### src/rtl/serial_tx_scheduler.sv
// Round-robin scheduler sharing one serial transmitter between NUM_REQ byte
// requesters. An owner keeps the line until it sends a byte flagged last, or
// until it idles in the middle of a packet for HOLD_TIMEOUT cycles.
module serial_tx_scheduler #(
  parameter int unsigned NUM_REQ      = 4,
  parameter int unsigned DATA_WIDTH   = 8,
  parameter int unsigned HOLD_TIMEOUT = 1000
) (
  input  logic                          clk_i,
  input  logic                          reset_i,
  input  logic [NUM_REQ-1:0]            req_valid_i,
  input  logic [NUM_REQ*DATA_WIDTH-1:0] req_data_i,
  input  logic [NUM_REQ-1:0]            req_last_i,
  output logic [NUM_REQ-1:0]            req_ready_o,
  output logic                          tx_start_o,
  output logic [DATA_WIDTH-1:0]         tx_data_o,
  input  logic                          tx_done_i,
  output logic                          grant_valid_o,
  output logic [$clog2(NUM_REQ)-1:0]    grant_index_o,
  output logic                          lock_timeout_o
);

  localparam int unsigned IdxW = $clog2(NUM_REQ);
  // Keep at least one bit so HOLD_TIMEOUT=0 still elaborates.
  localparam int unsigned CntW = (HOLD_TIMEOUT > 0) ? $clog2(HOLD_TIMEOUT + 1) : 1;
  localparam logic [CntW-1:0] CntLast = CntW'((HOLD_TIMEOUT > 0) ? HOLD_TIMEOUT - 1 : 0);
  localparam logic [CntW-1:0] CntMax  = '1;

  typedef enum logic [1:0] {StIdle, StWait, StHold} state_e;

  state_e                 state_q, state_d;
  logic [IdxW-1:0]        last_grant_q, last_grant_d;
  logic [IdxW-1:0]        grant_index_q, grant_index_d;
  logic                   grant_valid_q, grant_valid_d;
  logic                   lock_q, lock_d;
  logic                   tx_start_q, tx_start_d;
  logic [DATA_WIDTH-1:0]  tx_data_q, tx_data_d;
  logic                   lock_timeout_q, lock_timeout_d;
  logic [CntW-1:0]        hold_cnt_q, hold_cnt_d;

  logic                   win_found;
  logic [IdxW-1:0]        win_idx;
  logic [IdxW-1:0]        scan_idx;
  logic [IdxW-1:0]        sel_idx;
  logic [DATA_WIDTH-1:0]  sel_data;
  logic                   accept;

  // Round-robin winner: scan far-to-near so the nearest valid index after
  // last_grant is the one that sticks.
  always_comb begin
    win_found = 1'b0;
    win_idx   = '0;
    scan_idx  = '0;
    for (int k = NUM_REQ; k >= 1; k--) begin
      scan_idx = IdxW'((32'(last_grant_q) + 32'(k)) % NUM_REQ);
      if (req_valid_i[scan_idx]) begin
        win_found = 1'b1;
        win_idx   = scan_idx;
      end
    end
  end

  // Ready depends only on state, owner/winner and valid, never on data.
  always_comb begin
    req_ready_o = '0;
    if (state_q == StIdle && win_found) begin
      req_ready_o[win_idx] = 1'b1;
    end else if (state_q == StHold) begin
      req_ready_o[grant_index_q] = req_valid_i[grant_index_q];
    end
  end

  assign accept   = |(req_valid_i & req_ready_o);
  assign sel_idx  = (state_q == StIdle) ? win_idx : grant_index_q;
  assign sel_data = req_data_i[32'(sel_idx) * DATA_WIDTH +: DATA_WIDTH];

  // Next-state and registered-output logic.
  always_comb begin
    state_d        = state_q;
    last_grant_d   = last_grant_q;
    grant_index_d  = grant_index_q;
    grant_valid_d  = grant_valid_q;
    lock_d         = lock_q;
    tx_data_d      = tx_data_q;
    hold_cnt_d     = hold_cnt_q;
    tx_start_d     = 1'b0;
    lock_timeout_d = 1'b0;
    unique case (state_q)
      StIdle, StHold: begin
        if (accept) begin
          tx_data_d     = sel_data;
          tx_start_d    = 1'b1;
          grant_index_d = sel_idx;
          grant_valid_d = 1'b1;
          lock_d        = ~req_last_i[sel_idx];
          state_d       = StWait;
        end else if (state_q == StHold) begin
          if (HOLD_TIMEOUT != 0 && hold_cnt_q == CntLast) begin
            lock_timeout_d = 1'b1;
            last_grant_d   = grant_index_q;
            grant_valid_d  = 1'b0;
            state_d        = StIdle;
          end else if (hold_cnt_q != CntMax) begin
            hold_cnt_d = hold_cnt_q + 1'b1;
          end
        end
      end
      StWait: begin
        // A done coincident with our own start pulse belongs to an older frame.
        if (tx_done_i && !tx_start_q) begin
          if (lock_q) begin
            hold_cnt_d = '0;
            state_d    = StHold;
          end else begin
            last_grant_d  = grant_index_q;
            grant_valid_d = 1'b0;
            state_d       = StIdle;
          end
        end
      end
      default: state_d = StIdle;
    endcase
  end

  // State and output registers with synchronous reset.
  always_ff @(posedge clk_i) begin
    if (reset_i) begin
      state_q        <= StIdle;
      last_grant_q   <= IdxW'(NUM_REQ - 1);
      grant_index_q  <= '0;
      grant_valid_q  <= 1'b0;
      lock_q         <= 1'b0;
      tx_start_q     <= 1'b0;
      tx_data_q      <= '0;
      lock_timeout_q <= 1'b0;
      hold_cnt_q     <= '0;
    end else begin
      state_q        <= state_d;
      last_grant_q   <= last_grant_d;
      grant_index_q  <= grant_index_d;
      grant_valid_q  <= grant_valid_d;
      lock_q         <= lock_d;
      tx_start_q     <= tx_start_d;
      tx_data_q      <= tx_data_d;
      lock_timeout_q <= lock_timeout_d;
      hold_cnt_q     <= hold_cnt_d;
    end
  end

  assign tx_start_o     = tx_start_q;
  assign tx_data_o      = tx_data_q;
  assign grant_valid_o  = grant_valid_q;
  assign grant_index_o  = grant_index_q;
  assign lock_timeout_o = lock_timeout_q;

endmodule

### config.mk
export PLATFORM = sky130hd
export DESIGN_NAME = serial_tx_scheduler
export DESIGN_NICKNAME = d
export VERILOG_FILES = /design/src/rtl/serial_tx_scheduler.sv
export SDC_FILE = /design/constraint.sdc
export NUM_CORES = 1
export LEC_CHECK = 0
export CELL_PAD_IN_SITES_DETAIL_PLACEMENT = 1
export CELL_PAD_IN_SITES_GLOBAL_PLACEMENT = 2
export CORE_AREA = 2 2 94 78
export DETAILED_ROUTE_END_ITERATION = 10
export DIE_AREA = 0 0 96 80
export GPL_TIMING_DRIVEN = 0
export PLACE_DENSITY = 0.94
export SETUP_SLACK_MARGIN = 0.5
export SLEW_MARGIN = 20
export SYNTH_ARGS = -nofsm -noshare
export SYNTH_HDL_FRONTEND = slang
export SYNTH_SLANG_ARGS = --single-unit
### constraint.sdc
create_clock -name clk_i -period 3.6 [get_ports clk_i]
set_input_delay 0.72 -clock clk_i [delete_from_list [all_inputs] [get_ports clk_i]]
set_output_delay 0.72 -clock clk_i [all_outputs]
set_load 0.01 [all_outputs]
### Word level (Yosys, flattened, before mapping)

Cells that the tools add are included.

* order comparisons: 9
* mux-type cells: 54
* reductions and logical operators: 16
* bitwise logic cells: 5
* shift operators: 1
* $add $sub $neg: 5
* equality and inequality tests: 14

Operator list (count)
* $mux 10: 6
* $shiftx 32x6->8: 1
* $mux 2: 15
* $lt 2x3->1 const B: 7
* $pmux 10 s2: 1
* $mux 1: 19
* $ne 2x2->1 const B: 8
* $bmux 1 s2: 6
* $add 10x1->10 const B: 1
* $eq 10x10->1 const B: 1
* $ne 10x10->1 const B: 1
* $and 4x4->4: 2
* $mux 4: 2
* $pmux 2 s2: 2
* $reduce_and 7->1: 1
* $reduce_or 7->1: 1
* $ne 3x3->1 const B: 2
* $reduce_and 6->1: 1
* $reduce_and 5->1: 1
* $add 2x1->2 const B: 2
* $add 2x2->2 const B: 2
* $demux 1 s2: 2
* $ge 2x1->1 const B: 2
* $logic_and 1x1->1: 4
* other kinds (11): 14

* flip-flop bits (word level): 28
* input bits: 43

### Depth between registers and ports, before layout

Gate-level depths: netlist (run 1).

* depth in word-level cells: 16
* depth in mapped cells: 8

### Worst setup path before layout (run 1)

OpenSTA, ideal clock, no wires.

* kind: input port to output port
* from: input req_valid_i[1]
* to: output req_ready_o[0]
* data required time: 2.880 ns
* path buffers: 1
* arrival: 1.794 ns
* stages: 6
* slack: 1.086 ns
* cell sequence: nor2_1 o22ai_2 o21ai_0 nand2_1 buf_4 and2_1

* longest elaborated chain between the ends: 11

RTL lines
* start: declaration: line 11 `input logic [NUM_REQ-1:0] req_valid_i,`
* $bmux 1 s2: line 56 `if (req_valid_i[scan_idx]) begin`
* $mux 1 (not written as such): line 56
* $mux 2 (4 in series): line 56
* $lt 2x3->1 (not written as such) or $ge 2x1->1 (tied branches): line 67 `req_ready_o[win_idx] = 1'b1;`
* $logic_and 1x1->1 (not written as such): line 67
* $mux 1 (not written as such): line 67
* $demux 1 s2: line 67
* $mux 4 (*): line 66 `if (state_q == StIdle && win_found) begin`
* end: declaration: line 14 `output logic [NUM_REQ-1:0] req_ready_o,`

Every way passes the cells marked *; elsewhere a longest branch is shown, timed or not. The select of a mux whose other input is x is not followed.

### Final worst setup path (run 1)

* from: input req_valid_i[0]
* to: output req_ready_o[2]

Same word-level chain as after synthesis.

==> results.sh, run 1 <==
export IMPL_synth_adder_area_share_pct=0.662
export IMPL_grt_pass1_wl_um=10000
export IMPL_cp_max_fo=6
export IMPL_critical_path_required_ps=2880
export IMPL_track_usage_pct=16.6
export IMPL_crit_family="simple AND/OR/NAND/NOR gates"
export IMPL_syn2layout_area_growth_pct=43.5
export IMPL_worst_setup_path_start_kind="input pin"
export IMPL_met1Wirelength_um=2700
export IMPL_boundaryPins=60
export IMPL_ant_nets=0
export IMPL_layout_common_cells="clkdlybuf4s50_1, dfxtp_1, nand2_1"
export IMPL_diodes=0
export IMPL_clk_pin_slew_ps=110
export IMPL_gp_congestion=0.759
export IMPL_dpl_cell_count=359
export IMPL_synthXorXnorAreaFrac_pct=0.463
export IMPL_start_util_pct=28.1
export IMPL_clock_latency_ps=280
export IMPL_power_leakage_nw=1.01
export IMPL_drc=0
export IMPL_wl_met3_um=312
export IMPL_finClkSkew_ps=7.00
export IMPL_cp_end_kind="primary output"
export IMPL_vias=1929
export IMPL_worstHoldPathType="register to register"
export IMPL_slowest_stage="or3b_1"
export IMPL_dp_hpwl_um=4590
export IMPL_core_area_um2=6720
export IMPL_synthCells=214
export IMPL_rsz0062_at_grt="false"
export IMPL_cts_sinks=28
export IMPL_yosys_warnings=0
export IMPL_ir_drop_mv=0.192
export IMPL_cp_slowest_stage_delay_ps=420
export IMPL_muxShareOfSynthArea_pct=13.5
export IMPL_synth_seq_cells=28
export IMPL_die_w_um=96
export IMPL_port_buffers=58
export IMPL_nets=325
export IMPL_synth_nets=258
export IMPL_grt_pass1_vias=2005
export IMPL_maxCapViolations=0
export IMPL_synth_flop_cell="dfxtp_1"
export IMPL_drive_above_1_share_pct=16.4
export IMPL_wl_met2_um=2930
export IMPL_fmax_ghz=0.353
export IMPL_fin_cells=367
export IMPL_synth_compound_area_share_pct=25.5
export IMPL_worst_pin_slew_ps=746
export IMPL_n_fill_cell=777
export IMPL_antenna_found_initial=0
export IMPL_synth_top_area_share_pct=29.6
export IMPL_numCtsBuffers=3
export IMPL_highest_layer="met4"
export IMPL_status="complete, no violations"
export IMPL_slew_violations=0
export IMPL_first_iter_violations=36
export IMPL_power_density_nw_per_um2=390
export IMPL_synth_top_family_by_area="compound AO/OA/AOI/OAI gates"
export IMPL_final_util_pct=40.3
export IMPL_p_total_mw=1.06
export IMPL_detail_route_first_pass_iterations=4
export IMPL_layout_commonest_cell="clkdlybuf4s50_1"
export IMPL_finalHoldViolCount=0
export IMPL_root_buffer="clkbuf_8"
export IMPL_crit_chain="clkbuf_2 -> or3b_1 -> o211ai_1 -> nor4_4 -> or2_2 -> dlygate4sd2_1"
export IMPL_synth_area_per_cell_um2=8.83
export IMPL_synthSimpleGateAreaFrac_pct=25.3
export IMPL_setup_ws_ps=764
export IMPL_worst_setup_path_type="input pin to primary output"
export IMPL_grt_overflow=0
export IMPL_post_route_period_util_pct=78.8
export IMPL_yosysSeqAreaShare_pct=29.6
export IMPL_routed_wl_um=5970
export IMPL_via_per_inst=5.26
export IMPL_worst_path_buf_inv=2
export IMPL_htree_num_levels=1
export IMPL_fin_crit_ps=2840
export IMPL_max_slew_margin_rel_pct=50.1
export IMPL_cts_buffer_depth=2
export IMPL_placementRows=27
export IMPL_wire_per_inst_um=16.3
export IMPL_place_ws_ps=-318
export IMPL_ys_async_sr_fraction_pct=0
export IMPL_place_area_um2=2580
export IMPL_synth_edff_count=0
export IMPL_synth_area_leaders="dfxtp_1, mux4_1, mux2i_1, a31oi_1, nand2_1"
export IMPL_cts_hold_buf=0
export IMPL_die_y_um=80
export IMPL_cts_tree="yes"
export IMPL_finalSetupViolCount=0
export IMPL_critPathArrivalTime_ps=2120
export IMPL_yosysTopAreaCell="dfxtp_1"
export IMPL_synth_area_um2=1890
export IMPL_fin_area_um2=2710
export IMPL_grt_max_degree=17
export IMPL_yosys_cell_types_count=55
export IMPL_die_area_um2=7680
[path summary, 6_finish.rpt]
| kind | slack, ps | cells after the start | endpoint | start |
|---|---|---|---|---|
| max reg2reg | 1120 | 8 | tx_data_o[5] | last_grant_q[1] |
| max | 760 | 6 | req_ready_o[2] | req_valid_i[0] |
| min | 480 | 2 | grant_valid_o | grant_valid_o |
| min reg2reg | 480 | 2 | grant_valid_o | grant_valid_o |
[worst register-to-register path: cells and delay by family (launching register included)]
family                 cells  cell delay, ps
AOI/OAI and AO/OA          4             870
muxes                      1             660
DFF                        1             390
buffers and inverters      2             290
and+or+nand+nor            1             150
[report_power, final]
part           switching, mW  leakage (nW)  internal (mW)
clock                  0.108        0.0357          0.149
combinational          0.211         0.747          0.219
sequential            0.0300         0.229          0.341
[cells in the mapped netlist (2+ instances only)]
library cell,instances
a21boi_1,2
a21oi_1,12
a311oi_1,7
a31oi_1,12
and2_1,2
and3_1,2
buf_2,4
buf_4,2
buf_6,2
clkbuf_1,3
dfxtp_1,28
inv_1,5
mux2_2,3
mux2i_1,9
mux4_1,5
nand2_1,18
nand2b_1,9
nand3_1,13
nand3b_1,2
nor2_1,14
nor3_1,5
nor3_2,2
nor4_4,2
o211ai_1,3
o21ai_0,5
o21ai_1,7
o22ai_1,2
o2bb2ai_1,2
o32ai_1,2
or2_0,2
or2_2,3
or3b_1,2
[per-layer routing]
metal	global-route usage, %	up-vias
li1	-	954
met1	22.0	922
met2	28.1	49
met3	3.49	4
met4	2.00	0
met5	0	-
[layout make-up]
class / count / area, um^2 / area share (%)
Sequential cell: 28 / 562 / 20.7
Timing Repair Buffer: 62 / 592 / 21.8
Clock buffer: 3 / 41.3 / 1.52
Tap cell: 87 / 109 / 4.01
Buffer: 12 / 76.3 / 2.81
Inverter: 5 / 18.8 / 0.692
Clock inverter: 1 / 30.0 / 1.11
Multi-Input combinational cell: 169 / 1280 / 47.3
[per-stage QoR]
step                      hold WS (ps)  TNS (ps)
after global placement             445      -273
after floorplan                    457         0
final                              478         0
after CTS                          479         0
after global routing               513         0
after detailed placement           462      -407
[state kept, by name (all words and copies together), names as in the netlist]
| name | flops |
|---|---|
| tx_start_o | 1 |
| hold_cnt_q | 10 |
| tx_data_o | 8 |
| last_grant_q | 2 |
| state_q | 2 |
| grant_index_o | 2 |
| lock_timeout_o | 1 |
| lock_q | 1 |
| grant_valid_o | 1 |
[logic make-up after synthesis]
family                     count (synthesis)
AOI/OAI and AO/OA                         66
xor gates and xnor gates                   1
adders and majority gates                  1
buffers and inverters                     17
DFF                                       28
muxes                                     17
and+or+nand+nor                           84
[repair_timing]
item / in CTS / in global routing
setup buffers: 3 / 1
resized for setup: 15 / 19
gates cloned: 0 / 0
pin swaps: 3 / 2
setup endpoints to repair: 4 / 1
endpoints found under the hold margin: 0 / 0
(Power assumes the default switching activity.)
==> inputs of run 2 (changes only) <==
- CORE_AREA: 2 2 94 78 -> 2 2 97 80
- DIE_AREA: 0 0 96 80 -> 0 0 99 82
- PLACE_DENSITY: 0.94 -> 0.9
- clock period: 3.6 -> 2.7 ns (I/O delays scaled with it)
==> run 2 against run 1 <==
Compared with the run above: total power up 37%; critical endpoint is now req_ready_o[0]; first-iteration DRC count up 130%; largest power group unchanged; clock-buffer cell count up 1; critical path depth unchanged; routed wire length up 13%.
==> results.sh, run 2 (same netlist as run 1, synthesis figures left out) <==
export IMPL_fin_crit_ps=2260
export IMPL_clk_pin_slew_ps=100
export IMPL_grt_pass1_wl_um=10900
export IMPL_vias=2059
export IMPL_placementRows=28
export IMPL_cts_buffer_depth=2
export IMPL_switching_share_pct=34.9
export IMPL_layout_commonest_cell="clkdlybuf4s50_1"
export IMPL_max_slew_margin_rel_pct=62.3
export IMPL_cts_hold_buf=0
export IMPL_syn2layout_area_growth_pct=56.5
export IMPL_power_density_nw_per_um2=490
export IMPL_boundaryPins=60
export IMPL_maxCapViolations=0
export IMPL_track_usage_pct=16.8
export IMPL_rsz0062_at_grt="true"
export IMPL_place_ws_ps=-846
export IMPL_clock_power_share_pct=18.6
export IMPL_first_iter_violations=83
export IMPL_die_area_um2=8120
export IMPL_wire_per_inst_um=17.4
export IMPL_grt_overflow=0
export IMPL_status="complete, no violations"
export IMPL_grt_max_degree=16
export IMPL_largest_reg_flops=10
export IMPL_final_util_pct=41.2
export IMPL_nets=343
export IMPL_critPathArrivalTime_ps=1720
export IMPL_cts_tree="yes"
export IMPL_root_buffer="clkbuf_8"
export IMPL_port_buffers=58
export IMPL_core_area_um2=7180
export IMPL_worst_setup_path_start_kind="register"
export IMPL_finClkSkew_ps=1.47
export IMPL_routed_wl_um=6750
export IMPL_numCtsBuffers=3
export IMPL_htree_num_levels=1
export IMPL_die_y_um=82
export IMPL_start_util_pct=26.3
export IMPL_finalSetupViolCount=0
export IMPL_setup_ws_ps=439
export IMPL_antenna_found_initial=0
export IMPL_cp_max_fo=8
export IMPL_cts_sinks=28
export IMPL_ir_drop_mv=0.232
export IMPL_power_internal_uw=944
export IMPL_layout_common_cells="clkdlybuf4s50_1, dfxtp_1, buf_4"
export IMPL_pwr_share_comb_pct=47.4
export IMPL_grt_pass1_vias=2115
export IMPL_die_w_um=99
export IMPL_detail_route_first_pass_iterations=4
export IMPL_hold_ws_ps=464
export IMPL_fmax_ghz=0.442
export IMPL_p_switching_uw=506
export IMPL_critical_path_required_ps=2160
export IMPL_clock_latency_ps=280
export IMPL_dp_hpwl_um=4590
export IMPL_finalHoldViolCount=0
export IMPL_worst_setup_path_type="register to primary output"
export IMPL_drive_above_1_share_pct=27.2
export IMPL_gp_congestion=0.778
export IMPL_drc=0
export IMPL_cp_end_kind="primary output"
export IMPL_worstHoldPathType="register to register"
export IMPL_slew_violations=0
export IMPL_seqPwrFrac_pct=33.9
export IMPL_worst_pin_slew_ps=565
export IMPL_post_route_period_util_pct=83.7
export IMPL_largest_register="hold_cnt_q"
export IMPL_diodes=0
export IMPL_power_leakage_nw=1.10
export IMPL_ant_nets=0
export IMPL_via_per_inst=5.31
[run 2: power by group through the flow]
stage | Clock (mW) | Sequential, mW | Combinational (mW)
2_1_floorplan | 0 | 0.507 | 0.317
3_3_place_gp | 0 | 0.499 | 0.549
3_5_place_dp | 0 | 0.500 | 0.559
4_1_cts | 0.277 | 0.491 | 0.643
5_1_grt | 0.293 | 0.497 | 0.741
6_report | 0.270 | 0.492 | 0.687
[run 2: what timing repair did]
item	in CTS	in global routing
pin swaps	13	9
endpoints found under the hold margin	0	0
endpoints found under the setup margin	32	26
buffers inserted	13	9
resized for setup	73	9
[run 2: per-stage QoR]
stage	power [mW]	std cells	instance area (um^2)	TNS [ps]
after floorplan	0.824	214	1890	0
after global placement	1.05	362	2580	-6570
after detailed placement	1.06	362	2580	-7990
after CTS	1.41	379	2850	0
after global routing	1.53	388	2960	0
final	1.45	388	2960	0
[run 2: path summary, 6_finish.rpt]
check / startpoint / endpoint / slack, ps / depth (start not counted)
max: grant_index_o[0] / req_ready_o[0] / 440 / 6
min reg2reg: grant_valid_o / grant_valid_o / 460 / 2
min: grant_valid_o / grant_valid_o / 460 / 2
max reg2reg: last_grant_q[1] / last_grant_q[0] / 510 / 6
[run 2: cell type report]
class                      count  area, um^2
fill                         816        4220
multi-input combinational    169        1360
timing repair buffer          80         752
sequential                    28         576
tap                           90         113
buffer                        12        86.3
clock buffer                   4        55.1
inverter                       5        18.8
[run 2: critical path: stages (launching register included)]
cell and delay, ps:
dfxtp_1 430, nor3b_1 390, nand2_1 160, nand2_4 120, buf_8 100, and2_1 110, buf_2 120
[run 2: per-layer routing]
layer	GRT usage [%]	up-vias	wire, um
met4	2.47	0	106
met1	22.7	1007	3130
met5	0	-	0
met2	28.2	62	3160
li1	-	982	-
met3	3.49	8	357
==> patch 1 (settings of run 2) <==
The 3 states of `state_e` get a one-hot encoding in 3 bits.
--- a/src/rtl/serial_tx_scheduler.sv
+++ b/src/rtl/serial_tx_scheduler.sv
@@ -27,5 +27,5 @@
   localparam logic [CntW-1:0] CntMax  = '1;
 
-  typedef enum logic [1:0] {StIdle, StWait, StHold} state_e;
+  typedef enum logic [2:0] {StIdle = 3'b001, StWait = 3'b010, StHold = 3'b100} state_e;
 
   state_e                 state_q, state_d;
Behaviour: no difference found for any inputs over 4 cycles, from zero or initial values and one cycle with reset_i high; so few cycles prove little.
==> patch 1 against run 2 <==
- via count is 9.1% higher
- area after synthesis is 4.0% higher
- core utilization is 0.59 points higher
- cell area is 1.4% higher
- wire length is 8.3% higher
- worst setup slack better by 3.5 ps
- sequential cell count is 1 higher
- critical endpoint unchanged
- largest cell class unchanged
- sequential share of layout area is 0.27 points higher
Power is not compared: it rests on default switching activity, and its combinational part moved more than twofold at a synthesized area within 25%.
==> patch 1: results (changes against run 2) <==
Status
  – Status: finished clean (unchanged)

GRT
  – Pin count of the biggest net entering global routing: 11 (was 16)
  – Met1 Resource Use GR: 0.223 (was 0.227)

Clock network
  – Post-CTS sizing: 57 (was 73)
  – Clock Pin Slew Worst Setup and Hold Paths: 70 ps (was 100 ps)

Finish
  – Multi-In Gates: 177 (was 169)
  – Inverters: 8 (was 5)
  – Seq/total area: 0.197 (was 0.195)
  – Non-clock buffer count: 93 (was 92)
  – Final Util: 0.418 (was 0.412)
  – Multi-input logic area: 1360 um^2 (about the same)
  – Layout cell share with drive strength beyond 1: 0.254 (was 0.272)
  – ClkCell Share: 0.0400 (was 0.0186)

Critical path
  – Worst Reg2Reg Path Length in Cells: 7 (was 6)
  – R2R Path End: tx_data_o[1]$_SDFFE_PP0P_ (was last_grant_q[0]$_SDFFE_PP1P_)
  – Crit path from: state_q[1]$_SDFFE_PP0P_ (was grant_index_o[0]$_SDFFE_PP0P_)
  – Slowest CP cell: or3b_4 (was dfxtp_1)

Synthesis
  – Synth top area cells: dfxtp_1 30%, mux2i_1 8.1%, nand3_1 4.6% (was dfxtp_1 30%, mux4_1 6.9%, mux2i_1 4.8%)
  – Top cells by instance count after synthesis: 29 x dfxtp_1, 18 x nand3_1, 16 x mux2i_1 (was 28 x dfxtp_1, 18 x nand2_1, 14 x nor2_1)
  – Synthesized Nets: 274 (was 258)
  – Syn_area_per_cell: 8.55 um^2 (was 8.83 um^2)
  – Register area share after synthesis: 0.295 (was 0.296)
  – Library cells used by synthesis: 57 (was 55)

Placed design
  – Post-DP Area: 2660 um^2 (was 2580 um^2)
  – Dpl ws: -655 ps (was -846 ps)

Routing
  – Iter 0 DRT Violations: 151 (was 83)
  – WL/cell: 18.1 um (was 17.4 um)
  – Metal1 wirelength: 3230 um (was 3130 um)
  – Vias per cell: 5.55 (was 5.31)
  – DR WL met3: 573 um (was 357 um)

STA
  – WHS: 493 ps (was 464 ps)
  – Worst-margin pin slew: 614 ps (was 565 ps)

Worst hold path
  – Hold Path End: tx_data_o[2]$_SDFFE_PP0P_ (was grant_valid_o$_SDFFE_PP0P_)
patch 1: changes by cell type in the layout (fill, tap and decap cells not counted), moves of 5 or more:
| cell | run 2 | this run |
|---|---|---|
| a311oi_1 | 7 | 0 |
| a31oi_1 | 12 | 6 |
| clkbuf_2 | 0 | 5 |
| mux2i_1 | 8 | 16 |
| mux4_1 | 5 | 0 |
| nand3_1 | 13 | 18 |
| o221ai_1 | 1 | 8 |
| o41ai_2 | 0 | 5 |
patch 1: cell families after synthesis:
| kind of cell | after synthesis | synth area share |
|---|---|---|
| AND/OR/NAND/NOR | 86 | 0.245 |
| AO/OA/AOI/OAI | 71 | 0.297 |
| flip-flops | 29 | 0.295 |
| buffers and inverters | 24 | 0.0535 |
| multiplexers | 18 | 0.0987 |
| XOR/XNOR | 1 | 0.00446 |
| adder cells (fa/ha/maj) | 1 | 0.00636 |
patch 1: power breakdown:
part	switching (mW)	internal (mW)
clock	0.184	0.300
sequential	0.118	0.543
combinational	0.914	0.802
total	1.22	1.65
==> patch 2 (flow settings as in run 2) <==
Without the edit above. Set the parameter `DATA_WIDTH` to 9 (it was 8).
--- a/src/rtl/serial_tx_scheduler.sv
+++ b/src/rtl/serial_tx_scheduler.sv
@@ -4,5 +4,5 @@
 module serial_tx_scheduler #(
   parameter int unsigned NUM_REQ      = 4,
-  parameter int unsigned DATA_WIDTH   = 8,
+  parameter int unsigned DATA_WIDTH   = 9,
   parameter int unsigned HOLD_TIMEOUT = 1000
 ) (
Ports: changed (resized req_data_i and tx_data_o); port bits go from 60 to 65. The function was not compared with the original's and may differ.
==> patch 2 against run 2 <==
- core utilization decreased by 0.45 points
- cell area is 1.1% lower
- clock power up 33%
- area after synthesis shrank 8.0%
- worst setup slack lost 2.5 ps
- critical path depth stayed put
- total power fell by 11%
- critical endpoint is now req_ready_o[1]
- sequential cell count rose by 1
- wire length is 2.3% lower
==> patch 2: results (changes against run 2) <==
Status
  – Status: finished clean (unchanged)

Placed design
  – Post-DP HPWL: 4400 um (was 4590 um)
  – Dpl ws: -460 ps (was -846 ps)
  – Post-DP Area: 2480 um^2 (was 2580 um^2)

Clock network
  – Number of CTS-inserted buffers: 5 (was 3)
  – H-tree levels: 2 (was 1)

GRT
  – Gr usage total: 0.152 (was 0.168)
  – Met3 usage in global routing: 0.0443 (was 0.0349)

Synthesis
  – Compound-Gate Fraction of Synth Area: 0.226 (was 0.255)
  – Library cells used by synthesis: 42 (was 55)
  – Register area share after synthesis: 0.334 (was 0.296)

Finish
  – Filler Cell Count: 836 (was 816)
  – Layout net count: 342 (was 343)
  – Layout cell share with drive strength beyond 1: 0.288 (was 0.272)

Critical path
  – R2R Path End: hold_cnt_q[9]$_SDFFE_PP0P_ (was last_grant_q[0]$_SDFFE_PP1P_)
  – Worst setup path endpoint: req_ready_o[1] (was req_ready_o[0])
  – Worst reg2reg path startpoint: grant_index_o[0]$_SDFFE_PP0P_ (was last_grant_q[1]$_SDFFE_PP1P_)
  – Worst Reg2Reg Path Length in Cells: 9 (was 6)
  – CP max FO: 4 (was 8)

Power
  – Design Power: 1.29 mW (was 1.45 mW)
  – Comb pwr share: 0.348 (was 0.474)

Routing
  – WL/cell: 17.1 um (was 17.4 um)
  – Metal1 wirelength: 2850 um (was 3130 um)

Worst hold path
  – Hold Path End: tx_data_o[7]$_SDFFE_PP0P_ (was grant_valid_o$_SDFFE_PP0P_)

STA
  – WHS: 493 ps (was 464 ps)
patch 2: worst max-delay path, stage by stage:
cell	delay, ps
buf_8	100
nor2b_4	120
o21a_1	200
or3_4	370
a32o_2	270
buf_6	120
patch 2: timing repair:
action / in CTS / in global routing
setup endpoints to repair: 29 / 25
endpoints found under the hold margin: 0 / 0
buffers inserted: 11 / 9
hold buffers: 0 / 0
gates resized for setup: 61 / 28
pin swaps: 9 / 10
cloned: 1 / 1
patch 2: cell type report:
cell class	instances	share of cell area
Inverter	1	0.00128
Timing Repair Buffer	85	0.273
Clock inverter	3	0.00599
Sequential cell	29	0.202
Buffer	11	0.0265
Tap cell	90	0.0385
Clock buffer	5	0.0235
Multi-Input combinational cell	161	0.429
patch 2: kinds of logic after synthesis:
logic type | after synthesis
simple gates | 84
compound gates | 52
flops | 29
mux | 24
buf+inv | 12
fa+ha+maj | 1
